$ cat config.mk
export PLATFORM = sky130hd
export DESIGN_NAME = ddr3_read_tag_pipe
export DESIGN_NICKNAME = d
export VERILOG_FILES = /design/src/rtl/ddr3_pkg.sv /design/src/rtl/ddr3_loopback_traffic_checker_tag_pipe.sv
export SDC_FILE = /design/constraint.sdc
export NUM_CORES = 1
export LEC_CHECK = 0
export CAP_MARGIN = 40
export CORE_ASPECT_RATIO = 0.9
export CORE_MARGIN = 3
export CORE_UTILIZATION = 56
export CTS_BUF_LIST = sky130_fd_sc_hd__clkbuf_16
export DETAILED_ROUTE_END_ITERATION = 8
export MAX_ROUTING_LAYER = met4
export PLACE_DENSITY = 0.85
export SYNTH_ARGS = -nofsm -noshare
export SYNTH_HDL_FRONTEND = slang
export SYNTH_SLANG_ARGS = --single-unit
$ cat constraint.sdc
create_clock -name clk -period 1.86 [get_ports clk]
set_input_delay 0.186 -clock clk [delete_from_list [all_inputs] [get_ports clk]]
set_output_delay 0.186 -clock clk [all_outputs]
set_load 0.01 [all_outputs]
$ cat src/rtl/ddr3_pkg.sv
// Constants shared between the DDR3 controller and its user-side loopback checker,
// plus the checker's own state encoding.
package ddr3_pkg;

  localparam int DQ_BITWIDTH           = 16;
  localparam int BANK_ADDRESS_BITWIDTH = 3;
  localparam int ADDRESS_BITWIDTH      = 14;

  localparam int NUM_OF_DDR_STATES     = 24;
  localparam int STATE_BITWIDTH        = $clog2(NUM_OF_DDR_STATES);
  localparam int STATE_WRITE_DATA      = 8;
  localparam int STATE_READ_DATA       = 11;

  typedef enum logic [2:0] {
    CHK_IDLE  = 3'd0,
    CHK_WRITE = 3'd1,
    CHK_READ  = 3'd2,
    CHK_DRAIN = 3'd3,
    CHK_DONE  = 3'd4
  } chk_state_e;

endpackage

$ cat src/rtl/ddr3_loopback_traffic_checker_tag_pipe.sv
// Fixed-latency tag pipe: each accepted read pushes its expected word and address,
// which emerge exactly DEPTH cycles later alongside the returning read data.
module ddr3_read_tag_pipe #(
  parameter int DEPTH = 8,
  parameter int DQ_W  = ddr3_pkg::DQ_BITWIDTH,
  parameter int A_W   = ddr3_pkg::BANK_ADDRESS_BITWIDTH + ddr3_pkg::ADDRESS_BITWIDTH
) (
  input  logic            clk,
  input  logic            reset,
  input  logic            push_valid,
  input  logic [DQ_W-1:0] push_expected,
  input  logic [A_W-1:0]  push_address,
  output logic            pop_valid,
  output logic [DQ_W-1:0] pop_expected,
  output logic [A_W-1:0]  pop_address,
  output logic            empty
);
  import ddr3_pkg::*;

  logic [DEPTH-1:0] vld_q;
  logic [DQ_W-1:0]  exp_q  [DEPTH];
  logic [A_W-1:0]   addr_q [DEPTH];

  // Only the valid bits are reset; payload is qualified by them.
  always_ff @(posedge clk) begin
    if (reset) begin
      vld_q <= '0;
    end else begin
      vld_q[0] <= push_valid;
      for (int i = 1; i < DEPTH; i++) begin
        vld_q[i] <= vld_q[i-1];
      end
    end
  end

  always_ff @(posedge clk) begin
    exp_q[0]  <= push_expected;
    addr_q[0] <= push_address;
    for (int i = 1; i < DEPTH; i++) begin
      exp_q[i]  <= exp_q[i-1];
      addr_q[i] <= addr_q[i-1];
    end
  end

  assign pop_valid    = vld_q[DEPTH-1];
  assign pop_expected = exp_q[DEPTH-1];
  assign pop_address  = addr_q[DEPTH-1];
  assign empty        = ~|vld_q;

endmodule

# After elaboration in Yosys (flattened, before gate mapping)
# Memory sizes are Yosys's and may differ from the RTL's.
# Cells that the tools add are included.
classes:
  n_reduce_logical: 2
ops:
  columns: ["cell", "n"]
  rows:
  - ["OR reduction 8 bit", 1]
  - ["zero test 1 bit", 1]
word_totals:
  word_cells: 5
  output_inout_bits: 35
  n_memories: 2
  in_bits: 36
  mem_bits_rw: 264
  regBits: 8
mem_list:
  columns: ["name", "depth", "word_bits", "rd", "rd_clocked_by_memory_dff", "write_ports", "line_no", "text"]
  rows:
  - ["addr_q", 8, 17, 8, 0, 8, "ddr3_loopback_traffic_checker_tag_pipe.sv:22", "logic [A_W-1:0] addr_q [DEPTH];"]
  - ["exp_q", 8, 16, 8, 0, 8, "ddr3_loopback_traffic_checker_tag_pipe.sv:21", "logic [DQ_W-1:0] exp_q [DEPTH];"]

# Logic depth before layout (Yosys ltp)
# Gate-level depths: netlist of run 1.
logic_depth:
  depth_word: 2
  ltp_mapped: 2
  mapped_depth_nobuf: 2

# Worst setup path after synthesis of run 1
# OpenSTA, ideal clock, no wires.
synth_timing:
  kind: "reg-to-output"
  startpoint: "reg vld_q[1]"
  endpoint: "out empty"
  arrival_time_ps: 973
  path_stages_with_launch: 3
  t_required_ps: 1674
  n_path_buf: 0
  path_slack_ps: 701
  cell_sequence: "dfxtp_1 -> or4_1 -> nor2_1"
synth_via:
  elab_chain_len: 2
synth_lines:
  columns: ["element", "line_no", "text"]
  rows:
  - ["start, declared", "ddr3_loopback_traffic_checker_tag_pipe.sv:20", "logic [DEPTH-1:0] vld_q;"]
  - ["start signal, assigned by index", "ddr3_loopback_traffic_checker_tag_pipe.sv:31", "vld_q[i] <= vld_q[i-1];"]
  - ["OR reduction 8 bit", "ddr3_loopback_traffic_checker_tag_pipe.sv:48", "assign empty = ~|vld_q;"]
  - ["zero test 1 bit", "ddr3_loopback_traffic_checker_tag_pipe.sv:48", null]
  - ["end, declared", "ddr3_loopback_traffic_checker_tag_pipe.sv:16", "output logic empty"]
# Every way passes these cells.

# Worst setup path in the final report of run 1
layout_timing:
  startpoint: "reg vld_q[5]"
  endpoint: "out empty"
# The elaborated chain is that of the path after synthesis.

==> impl_results.md, run 1 <==
- Status: finished, final reports clean
- Max-cap violations: 0
- CP Launch Point: vld_q[5]$_SDFF_PP0_
- FF-to-FF setup slack: 1300 ps
- Layer with the highest usage: met2
- Crit path DAT: 1570 ps
- Root Buffer Master: clkbuf_16
- Worst hold path type: in2reg
- Register area share after synthesis: 96.52%
- Drt drc: 0
- First-pass GRT wire length: 9632 um
- Site row count: 34
- Peak supply drop: 0.9912 mV
- Num Clock Sinks: 272
- DPL Wire Length: 3666 um
- CP Capture Type: primary output
- Clock-pin slew on the worst setup and hold paths: 60 ps
- Fin Clk Skew: 10.90 ps
- WL/cell: 11.56 um
- Fillcell total: 584
- Post-Syn Area per Cell: 18.81 um^2
- Final Max Slew Viols: 0
- Total GRT Usage: 11.15%
- Die X: 111.8 um
- Clock Path Buffers: 3
- Initial antenna violation count: 0
- CTS Buf Count: 24
- Final Non-Filler Cells: 522
- Netlist cell types: 5
- Pwr Total: 0.01168 W
- CP Launch Type: flop
- Router iterations before antenna repair: 3
- Die H: 101.2 um
- Antenna Cells: 0
- DRT iter0 DRCs: 61
- Starting density of the core: 57.91%
- Vias per Instance: 4.021
- Syn Nets: 336
- Met2 GRT Util: 21.34%
- Via count of the routed design: 2,099
- GPL Wtd Cong: 0.6215
- Share of layout cells above drive strength 1: 10.10%
- Inst Count DP: 479
- Reg2Reg Depth: 1
- RSZ-0062 raised after global routing: no
- Fmax: 570.9 MHz
- Worst setup path category: reg2out
- Reg-to-Reg Start: vld_q[3]$_SDFF_PP0_
- Synth-to-Final Area Change: 28.59%
- Setup bufs post-CTS: 0
- CTS tree: built
- Post-Place Worst Slack: 201.6 ps
- Final Cycle Share: 94.17%
- Worst-Margin Slew: 269.5 ps
- Max FO, Critical Path: 2
- Clock period minus worst slack: 1751 ps
- Port buffer count: 70
- Largest net degree at the start of global routing: 17
- Core area: 9742 um^2
- Worst Hold Endpoint: exp_q[0][6]$_DFF_P_
- Final setup TNS: 0 ps
- Syn Std Cell Area: 5642 um^2
- Final WL: 6034 um
- Power per cell area: 1609 nW/um^2
- GR Layer Usage met1: 10.08%
- Leak pwr: 3.044 nW
- Final worst slack: 108.5 ps
- Worst Hold Path Cells: 1
- Die area: 11,320 um^2
- H-tree levels: 1
- R2r endpoint: vld_q[4]$_SDFF_PP0_
- Slew margin rel.: 81.98%
- Ports: 71
- Mapped Cells: 300
- Gr ovfl total: 0
- Hold Fails Final Rpt: 0
- Nets: 415
- Setup violators final: 0
- Global routing usage on met3: 3.584%
- Routed Antenna Nets: 0
- Vias in the first global route: 2,215
- Worst hold start: push_expected[6]
- CP required: 1670 ps
- Clk Latency, worst-skew pair: 490 ps
- #FFs+latches synth: 272
- Yosys warning count: 0
synthesized netlist by cell type:
cell type,instances,area share [%]
nor2_1,1,0.066
or4_1,2,0.27
dfxtp_1,272,97
nor2b_1,8,0.89
buf_4,17,2.3
how the worst max path moves through the flow:
stage	to	slack [ps]	cells past startpoint
after floorplan	empty	700	2
after global placement	empty	240	3
after detailed placement	empty	200	3
after CTS	empty	2	3
after global routing	empty	30	3
final	empty	110	3
layout make-up:
class / count / area, um^2 / area share, %
sequential: 272 / 5445 / 75.06
timing repair buffer: 70 / 695.7 / 9.590
clock buffer: 25 / 625.6 / 8.624
clock inverter: 18 / 259.0 / 3.570
tap: 126 / 157.7 / 2.173
multi-input combinational: 11 / 71.32 / 0.9831
routing by layer:
metal  wire length, um  up-vias
met5                 0        -
met4               159        0
met3               367       17
met2              3322       57
met1              2184      953
li1                  -     1072
worst max-delay path: stages (launching register included):
cell and delay, ps:
dfxtp_1 310, or4_1 530, nor2_2 110, buf_2 130
power by group:
group | internal (W) | switching [W] | leakage [nW]
Clock | 0.00340 | 0.00190 | 0.446
Sequential | 0.00613 | 0.0000696 | 2.29
Combinational | 0.000129 | 0.0000485 | 0.305
cells in the final DEF (no fill, tap or decap), drive strengths merged:
cell	Yosys	routed
clkbuf	0	25
clkdlybuf4s50	0	69
inv	0	2
bufinv	0	7
buf	17	1
nor2b	8	8
nor2	1	1
dfxtp	272	272
or4	2	2
clkinv	0	9
repair_timing:
action / in CTS / in global routing
hold buffers: 0 / 0
gates cloned: 0 / 0
setup endpoints to repair: 1 / 1
pin swaps: 0 / 1
resized for setup: 3 / 2
sequential cells by signal, summed over array words and instances (netlist names):
| register | count |
|---|---|
| addr_q | 136 |
| exp_q | 128 |
| vld_q | 8 |
metrics by stage:
step                      instance area (um^2)  utilization (%)  hold slack [ps]
final                                     7254            74.47            139.3
after global routing                      7254            74.47            119.4
after CTS                                 7258            74.51            121.0
after detailed placement                  6372            65.41            312.1
after global placement                    6372            65.41            309.7
after floorplan                           5642                -            213.7
cell families after synthesis:
logic type	count (synthesis)	synth area share [%]
AND/OR/NAND/NOR	11	1.220
buffers and inverters	17	2.262
flip-flops	272	96.52
Power figures use the tool's default switching activity.
==> inputs of run 2 (changes only) <==
- CORE_MARGIN: 3 -> 2
- MAX_ROUTING_LAYER: met4 -> default
==> run 2 against run 1 <==
  * Cell count is 0.57% lower
  * Setup slack worse by 2.4 ps
  * Critical path depth stayed put
  * Flip-flop and latch count stayed put
  * Largest power group unchanged
  * Sequential power hardly changed
  * Core utilization is 1.3 points lower
  * Routed wire length is 2.8% lower
  * Via count is 2.1% lower
==> impl_results.md, run 2 (synthesis gave the netlist of run 1 again) <==
- Status: finished, final reports clean (unchanged)
- Router iterations before antenna repair: 3 (unchanged)
- Worst path top cell family by delay: simple AND/OR/NAND/NOR gates (unchanged)
- Via count of the routed design: 2,054 (was 2,099)
- Vias in the first global route: 2,108 (was 2,215)
- Antenna Cells: 0 (unchanged)
- Clk Latency, worst-skew pair: 480 ps (was 490 ps)
- Slew margin rel.: 82.24% (was 81.98%)
- Max FO, Critical Path: 2 (unchanged)
- Die area: 10,890 um^2 (was 11,320 um^2)
- Root Buffer Master: clkbuf_16 (unchanged)
- Commonest non-fill, non-tap cell in the layout: dfxtp_1 (unchanged)
- Most frequent cells in the layout: 272 x dfxtp_1, 69 x clkdlybuf4s50_1, 23 x clkbuf_16, 8 x nor2b_1, 5 x clkinv_1 (was 272 x dfxtp_1, 69 x clkdlybuf4s50_1, 25 x clkbuf_16, 8 x nor2b_1, 7 x bufinv_16)
- Setup violators final: 0 (unchanged)
- Max reg flops: 136 (unchanged)
- First-pass GRT wire length: 9473 um (was 9632 um)
- Vias per Instance: 3.958 (was 4.021)
- Final WL: 5863 um (was 6034 um)
- RSZ-0062 raised after global routing: no (unchanged)
- CP Launch Type: flop (unchanged)
- CTS tree: built (unchanged)
- Final Cycle Share: 94.29% (was 94.17%)
- Hold Fails Final Rpt: 0 (unchanged)
- NetSw: 0.001979 W (was 0.002014 W)
- Nets: 414 (was 415)
- Routed wl met2: 3076 um (was 3322 um)
- GPL Wtd Cong: 0.6354 (was 0.6215)
- Clock period minus worst slack: 1754 ps (was 1751 ps)
- Comb pwr share: 1.6% (was 1.5%)
- Leak pwr: 2.973 nW (was 3.044 nW)
- Worst setup path category: reg2out (unchanged)
- CP required: 1670 ps (about the same)
- Final setup TNS: 0 ps (unchanged)
- Port buffer count: 70 (unchanged)
- Post-Place Worst Slack: 184.7 ps (was 201.6 ps)
- WL/cell: 11.30 um (was 11.56 um)
- Max layer used: met4 (unchanged)
- Die X: 109.8 um (was 111.8 um)
- Share of layout cells above drive strength 1: 8.397% (was 10.10%)
- Gr ovfl total: 0 (unchanged)
- Fmax: 570.2 MHz (was 570.9 MHz)
- Most flops, register: addr_q (unchanged)
- Fillcell total: 617 (was 584)
- CTS Buf Count: 23 (was 24)
- Worst path max stage delay: 530 ps (about the same)
- Met1 wire length: 2397 um (was 2184 um)
- DRT iter0 DRCs: 36 (was 61)
- CP Capture Type: primary output (unchanged)
- Num Clock Sinks: 272 (unchanged)
- Crit path DAT: 1570 ps (about the same)
- Clock-pin slew on the worst setup and hold paths: 60 ps (about the same)
- Int Pwr: 0.009061 W (was 0.009662 W)
- Slowest-stage cell, CP: or4_1 (unchanged)
- Site row count: 34 (unchanged)
- Worst hold path type: in2reg (unchanged)
- Final worst slack: 106.2 ps (was 108.5 ps)
- FF/Latch Area: 5445 um^2 (unchanged)
- Clock Path Buffers: 3 (unchanged)
- Routed Antenna Nets: 0 (unchanged)
- Met3 WL: 275 um (was 367 um)
- Final hold slack: 146.1 ps (was 139.3 ps)
- Die H: 99.22 um (was 101.2 um)
- Sw Ratio: 17.93% (was 17.25%)
- Ports: 71 (unchanged)
- Drt drc: 0 (unchanged)
- Peak supply drop: 0.9059 mV (was 0.9912 mV)
- Largest net degree at the start of global routing: 18 (was 17)
- CP bufs+invs: 1 (unchanged)
- Flop pwr share: 56.2% (was 53.1%)
- H-tree levels: 1 (unchanged)
- DPL Wire Length: 3489 um (was 3666 um)
- Cts hold-fix bufs: 0 (unchanged)
- Clock power share: 42.2% (was 45.3%)
- Core area: 9742 um^2 (unchanged)
- Starting density of the core: 57.91% (unchanged)
- Fin Clk Skew: 11.37 ps (was 10.90 ps)
- Synth-to-Final Area Change: 26.26% (was 28.59%)
- Total GRT Usage: 11.34% (was 11.15%)
- Max-cap violations: 0 (unchanged)
- Multi-input logic area: 68.82 um^2 (was 71.32 um^2)
- Final Max Slew Viols: 0 (unchanged)
- Initial antenna violation count: 0 (unchanged)
- Power per cell area: 1550 nW/um^2 (was 1609 nW/um^2)
- Largest registers: addr_q (136), exp_q (128), vld_q (8) (unchanged)
- Cell Chain, Critical Path: or4_1 -> nor2_1 -> buf_2 (was or4_1 -> nor2_2 -> buf_2)
- Worst-Margin Slew: 265.6 ps (was 269.5 ps)
-- run 2: cell types whose count changed in the layout (fill, tap and decap cells not counted), moves of 2 or more --
cell	change
bufinv_16	-3
clkbuf_16	-2
clkinvlp_4	+2
clkinv_1	+2
clkinv_2	-3
-- run 2: final timing paths --
check	startpoint	endpoint	slack, ps	cells after the start
setup / recovery	vld_q[5]$_SDFF_PP0_	empty	110	3
hold / removal	push_address[12]	addr_q[0][12]$_DFF_P_	150	1
setup reg to reg	vld_q[5]$_SDFF_PP0_	vld_q[6]$_SDFF_PP0_	1300	1
hold reg to reg	addr_q[0][61]$_DFF_P_	addr_q[1][10]$_DFF_P_	320	0
-- run 2: repair_timing --
item / 4_1_cts / 5_1_grt
setup endpoints to repair: 1 / 0
buffers inserted: 0 / 0
resized for setup: 4 / 0
-- run 2: cell type report --
class | instances | share of cell area, %
sequential | 272 | 76.44
clock buffer | 23 | 8.080
timing repair buffer | 70 | 9.766
tap | 126 | 2.213
multi-input combinational | 11 | 0.9661
clock inverter | 17 | 2.529
-- run 2: per-layer routing --
metal  vias to the layer above  GRT usage, %
li1                       1063             -
met1                       940         12.44
met2                        42         19.77
met3                         9         3.604
met4                         0         5.355
met5                         -             0
-- run 2: power groups by stage --
stage | logic [W] | registers [W] | clock network (W)
floorplan | 0.0000436 | 0.00631 | 0
global placement | 0.000177 | 0.00631 | 0
detailed placement | 0.000181 | 0.00634 | 0
CTS | 0.000180 | 0.00621 | 0.00479
global route | 0.000188 | 0.00623 | 0.00502
finish | 0.000177 | 0.00620 | 0.00466
-- run 2: per-stage QoR --
step / area (um^2) / util (%) / power (W) / std cells
finish: 7123 / 73.12 / 0.01104 / 519
global route: 7123 / 73.12 / 0.01143 / 519
CTS: 7123 / 73.12 / 0.01118 / 519
detailed placement: 6372 / 65.41 / 0.006517 / 479
global placement: 6372 / 65.41 / 0.006491 / 479
floorplan: 5642 / - / 0.006357 / 300
